===== src/rtl/regfile_wb_sb.sv =====
// regfile_wb_sb: MIPS GPR file with two combinational read ports, one
// write-back port with load formatting (lb/lbu/lh/lhu/lw/lui), optional
// write-to-read bypass and a per-register busy scoreboard for long loads.
// Ports:
//   clk, rst             clock, asynchronous active-high reset
//   rs_addr/rs_data      read port A (index in, data out, combinational)
//   rt_addr/rt_data      read port B
//   stall                a read source is busy and not resolved this cycle
//   iss_valid/iss_dst    long-latency issue, marks iss_dst busy
//   wb_valid/wb_dst      write-back request and destination
//   wb_fmt/wb_lo/wb_data load format, byte offset, raw data
//   busy_cnt             registered count of busy registers
module regfile_wb_sb #(
    parameter int DATA_W = 32,
    parameter int ADDR_W = 5,
    parameter int BYPASS = 1
) (
    input  logic              clk,
    input  logic              rst,
    input  logic [ADDR_W-1:0] rs_addr,
    input  logic [ADDR_W-1:0] rt_addr,
    output logic [DATA_W-1:0] rs_data,
    output logic [DATA_W-1:0] rt_data,
    output logic              stall,
    input  logic              iss_valid,
    input  logic [ADDR_W-1:0] iss_dst,
    input  logic              wb_valid,
    input  logic [ADDR_W-1:0] wb_dst,
    input  logic [2:0]        wb_fmt,
    input  logic [1:0]        wb_lo,
    input  logic [DATA_W-1:0] wb_data,
    output logic [ADDR_W:0]   busy_cnt
);

    localparam int DEPTH = 1 << ADDR_W;

    logic [DATA_W-1:0] rf_q [DEPTH];
    logic [DATA_W-1:0] rf_d [DEPTH];
    logic [DEPTH-1:0]  busy_q;
    logic [DEPTH-1:0]  busy_d;
    logic [ADDR_W:0]   busy_cnt_q;
    logic [ADDR_W:0]   busy_cnt_d;

    logic              wb_en;
    logic              iss_en;
    logic              byp_rs;
    logic              byp_rt;
    logic [7:0]        byte_sel;
    logic [15:0]       half_sel;
    logic [DATA_W-1:0] fmtd;

    // Ports are inert while reset is held, so nothing is forwarded or latched.
    assign wb_en  = wb_valid && !rst;
    assign iss_en = iss_valid && !rst;

    always_comb begin
        byte_sel = wb_data[{wb_lo, 3'b000} +: 8];
        half_sel = wb_lo[1] ? wb_data[31:16] : wb_data[15:0];
        case (wb_fmt)
            3'd1:    fmtd = {{(DATA_W-8){byte_sel[7]}}, byte_sel};
            3'd2:    fmtd = {{(DATA_W-8){1'b0}}, byte_sel};
            3'd3:    fmtd = {{(DATA_W-16){half_sel[15]}}, half_sel};
            3'd4:    fmtd = {{(DATA_W-16){1'b0}}, half_sel};
            3'd5:    fmtd = {wb_data[15:0], {(DATA_W-16){1'b0}}};
            default: fmtd = wb_data;
        endcase
    end

    assign byp_rs = (BYPASS != 0) && wb_en && (wb_dst == rs_addr);
    assign byp_rt = (BYPASS != 0) && wb_en && (wb_dst == rt_addr);

    always_comb begin
        rs_data = '0;
        rt_data = '0;
        if (rs_addr != '0) rs_data = byp_rs ? fmtd : rf_q[rs_addr];
        if (rt_addr != '0) rt_data = byp_rt ? fmtd : rf_q[rt_addr];
    end

    // busy_q[0] is held at 0, so index 0 can never stall.
    assign stall = (busy_q[rs_addr] && !byp_rs) ||
                   (busy_q[rt_addr] && !byp_rt);

    always_comb begin
        rf_d = rf_q;
        if (wb_en && wb_dst != '0) rf_d[wb_dst] = fmtd;
    end

    // Clear first, then set: a new producer issued in the same cycle wins.
    always_comb begin
        busy_d = busy_q;
        if (wb_en)  busy_d[wb_dst]  = 1'b0;
        if (iss_en) busy_d[iss_dst] = 1'b1;
        busy_d[0] = 1'b0;
    end

    always_comb begin
        busy_cnt_d = '0;
        for (int i = 0; i < DEPTH; i++)
            busy_cnt_d = busy_cnt_d + {{ADDR_W{1'b0}}, busy_d[i]};
    end

    always_ff @(posedge clk or posedge rst) begin
        if (rst) begin
            for (int i = 0; i < DEPTH; i++) rf_q[i] <= '0;
            busy_q     <= '0;
            busy_cnt_q <= '0;
        end else begin
            rf_q       <= rf_d;
            busy_q     <= busy_d;
            busy_cnt_q <= busy_cnt_d;
        end
    end

    assign busy_cnt = busy_cnt_q;

endmodule


===== config.mk =====
export PLATFORM = sky130hd
export DESIGN_NAME = regfile_wb_sb
export DESIGN_NICKNAME = d
export VERILOG_FILES = /design/src/rtl/regfile_wb_sb.sv
export SDC_FILE = /design/constraint.sdc
export NUM_CORES = 2
export LEC_CHECK = 0
export CAP_MARGIN = 10
export CORE_AREA = 2 2 323 325
export DETAILED_ROUTE_END_ITERATION = 12
export DIE_AREA = 0 0 325 327
export PLACE_DENSITY = 0.74
export SLEW_MARGIN = 5
export SYNTH_ARGS = -nofsm -noshare
export SYNTH_HDL_FRONTEND = slang
export SYNTH_SLANG_ARGS = --single-unit

===== constraint.sdc =====
create_clock -name clk -period 34.9 [get_ports clk]
set_input_delay 6.98 -clock clk [delete_from_list [all_inputs] [get_ports clk]]
set_output_delay 6.98 -clock clk [all_outputs]
set_load 0.005 [all_outputs]

==> out/results.tsv <==
stage	metric	value	unit
drt	top_layer	met5	
drt	vias	44320	
worst_setup_path	crit_slowest_cell	o221ai_1	
timing	fin_setup_tns	0	ns
worst_setup_path	cp_top_family	simple AND/OR/NAND/NOR gates	
timing	hold_violations	0	
synth	synth_area_per_cell	11.10	um2
synth	synth_edf_count	0	
hold_path	whs_endpoint	rf_q[997]	
die	boundaryPins	132	
drt	route.detailed.wl_per_inst	29.47	um
die	die_w	325	um
worst_setup_path	reg2reg_depth	15	
die	row_count	118	
die	die-area	106300	um2
drt	drt-pass1-iter-count	8	
cells_and_area	layoutNonFillerInstCount	6332	
run_status	status	completed	
clocking	insertion_delay	0.71	ns
drt	drcViolationCount	0	
drt	drt_iter0_markers	6372	
synth	synth_top_family_by_area	multiplexers	
pwr	leakagePower	26.05	nW
drt	antenna_left	0	
synth	netlist_area	56110	um2
clocking	clockBufferDepth	3	
pwr	p_per_area	58.89	nW/um2
synth	ys.warnings.count	0	
worst_setup_path	reg2reg_slack	29.56	ns
timing	fin_crit_sh	0.5468	
timing	slew_violations	0	
synth	ys_seq_area_frac	0.4732	
worst_setup_path	critPathMostFrequentCell	clkdlybuf4s50_1	
drt	met2WireLength	83.25	mm
synth	ys_types	73	
pwr	irDropWorstVdd	0.0001000	V
clocking	clock_tree.root_cell	clkbuf_16	
worst_setup_path	start_kind	input pin	
synth	synth-seq-cells	1061	
run	cap_viol_max_count	0	
worst_setup_path	cp.required	27.92	ns
clocking	holdBufCountCts	0	
worst_setup_path	crit_path_end_kind	output port	
placed_design	dp_cells	6129	
worst_setup_path	path_class	input pin to output port	
global_route	grt_antenna_before_repair	6	
synth	synthCells	5054	
synth	ys_async_sr_fraction	1.000	
timing	layout_min_cycle_time	19.08	ns
synth	synth_compound_area_frac	0.1530	
worst_setup_path	path_buf_inv	3	
timing	setup-violations-final	0	
timing	max_freq	0.05240	GHz
global_route	grt_max_degree	187	
placed_design	portBuffers	131	
synth	synthXorXnorAreaFrac	0.002341	
worst_setup_path	path_cells	clkdlybuf4s50_1 > buf_4 > or2_2 > or4_1 > nand3_1 > o221ai_1 > clkdlybuf4s50_1	
die	coreArea	102900	um2
synth	synth-simple-area-share	0.09258	
synth	syn_nets	5145	
worst_setup_path	reg2reg_to	busy_cnt[4]	
cells_and_area	syn_to_final_growth	9.753	%
pwr	p_total	3.627	mW
die	initial_core_util	0.5453	
hold_path	hold_depth	0	
clocking	clock-sinks	1061	
clocking	ctsHtreeMaxLevel	3	
timing	worst_slew_pin_slew	1.374	ns
global_route	grt_pass1_wl	280.4	mm
placed_design	gp_congestion	0.9017	
timing	skew	0.005430	ns
placed_design	dp_hpwl	106.9	mm
clocking	post_cts_buffers	0	
clocking	cts.clk_slew.worst_paths	0.06	ns
die	fp.dieH	327	um
hold_path	hold_path_class	register to register	
drt	met3_length	26.36	mm
clocking	cts_buffers	108	
drt	m1WireLength	66.14	mm
worst_setup_path	path_max_fanout	26	
timing	slew_headroom	0.08138	
drt	wl	186.6	mm
clocking	post_cts_resized	0	
global_route	grt_pass1_vias	43590	
synth	synthAdderAreaFrac	0.009767	
worst_setup_path	cp_num_cells	7	
global_route	grt_overflow	0	
cells_and_area	drive_gt1_frac	0.1900	
worst_setup_path	arrival	12.10	ns
timing	rsz0062_at_grt	false	
global_route	grt_use_total	0.3530	
worst_setup_path	max_stage_delay	1.19	ns
hold_path	hold_start	rf_q[997]	
synth	ys.flop_type	dfrtp_1	
drt	vias_per_cell	7.000	
synth	synthMuxAreaShare	0.2208	
cells_and_area	finalNetCount	4951	
clocking	cts_tree	yes	
worst_setup_path	r2r-start	busy_q[14]	
worst max-delay path by stage:
stage | from | endpoint | slack, ns
2_1_floorplan | rst | busy_cnt[0] | 13.29
3_3_place_gp | rt_addr[0] | rt_data[26] | 15.94
3_5_place_dp | rt_addr[0] | rt_data[22] | 15.87
4_1_cts | rt_addr[0] | rt_data[22] | 15.87
5_1_grt | rt_addr[0] | rt_data[22] | 15.48
6_report | rt_addr[3] | rt_data[31] | 15.82
cell usage in the layout (no fill, tap or decap), types with 10 or more instances in the layout:
cell type,instances
nand2b_1,14
buf_4,124
mux2i_1,50
nand2_1,1051
nor3_1,32
mux4_2,518
and3_1,15
mux2_2,20
a211oi_1,21
o21ai_0,984
xnor2_1,13
nor2b_1,11
a221oi_1,14
fa_1,23
o21ai_1,33
clkbuf_16,108
nand2_2,31
a22oi_1,137
o22ai_4,10
clkbuf_1,23
o22ai_1,74
inv_1,48
bufinv_16,10
nand3_1,18
o221ai_1,29
clkinv_2,18
dfrtp_1,1061
a22o_1,37
clkbuf_8,27
a21o_1,16
clkdlybuf4s50_1,124
nor2_1,59
a21oi_1,32
where the power goes:
group / internal [mW] / switching (mW) / leakage (nW)
sequential: 1.41 / 0.132 / 14.2
combinational: 0.410 / 0.466 / 10.0
clock: 0.702 / 0.509 / 1.81
layer usage:
layer,vias up,track usage
li1,18030,-
met1,22200,0.4719
met2,3350,0.5321
met3,736,0.1067
met4,6,0.1715
met5,-,0
cells in the mapped netlist (all sizes together) (9+ instances only):
master / number / area share
inv: 50 / 0.0033
o221ai: 29 / 0.0045
a211oi: 21 / 0.0028
a22o: 37 / 0.0058
dfrtp: 1061 / 0.47
a21oi: 33 / 0.0029
clkbuf: 379 / 0.026
nor3b: 9 / 0.0014
or2: 9 / 0.0010
nor2: 66 / 0.0045
a221oi: 21 / 0.0041
nand2b: 14 / 0.0016
buf: 183 / 0.019
xnor2: 13 / 0.0020
fa: 23 / 0.0082
mux4: 518 / 0.21
nand2: 1082 / 0.072
o21ai: 1019 / 0.091
nor3: 32 / 0.0029
mux2i: 50 / 0.0089
mux2: 20 / 0.0040
nand3: 18 / 0.0016
and3: 15 / 0.0017
o22ai: 93 / 0.014
nor2b: 17 / 0.0019
a21o: 16 / 0.0021
a22oi: 137 / 0.018
per-stage QoR:
| stage | setup WS (ns) | hold slack, ns | area (um2) | utilization |
|---|---|---|---|---|
| 6_report | 15.82 | 0.3994 | 61580 | 0.5984 |
| 5_1_grt | 15.48 | 0.4094 | 61570 | 0.5983 |
| 4_1_cts | 15.87 | 0.3973 | 61570 | 0.5983 |
| 3_5_place_dp | 15.87 | 0.3833 | 57880 | 0.5624 |
| 3_3_place_gp | 15.94 | 0.3767 | 57880 | 0.5624 |
| 2_1_floorplan | 13.29 | 0.4413 | 56120 | - |
worst reg2reg max path: stages (launching register included):
cell and delay, ns:
dfrtp_1 0.39, a22oi_1 0.16, fa_1 0.62, inv_1 0.07, fa_1 0.48, inv_1 0.05, fa_1 0.50, inv_1 0.05
fa_1 0.47, fa_1 0.58, fa_1 0.45, fa_1 0.47, fa_1 0.47, a21o_1 0.19, a21oi_1 0.17, xnor2_1 0.14
sequential cells by signal, summed over array words and instances, names as in the netlist:
register  flops
rf_q       1024
busy_q       31
busy_cnt      6
cell type report:
| cell class | count | area [um2] |
|---|---|---|
| diodes | 5 | 12.51 |
| clock buffers | 158 | 3161 |
| clock inverters | 39 | 526.8 |
| fillers | 8080 | 41320 |
| inverters | 51 | 195.2 |
| multi-input cells | 3380 | 27110 |
| flip-flops and latches | 1061 | 26550 |
| well taps | 1380 | 1727 |
| repair buffers | 258 | 2305 |
cell families after synthesis:
group | after synthesis
flops | 1061
simple gates | 1292
buf+inv | 613
fa+ha+maj | 30
xor+xnor | 15
compound gates | 1455
mux | 588
(Power assumes the default switching activity.)
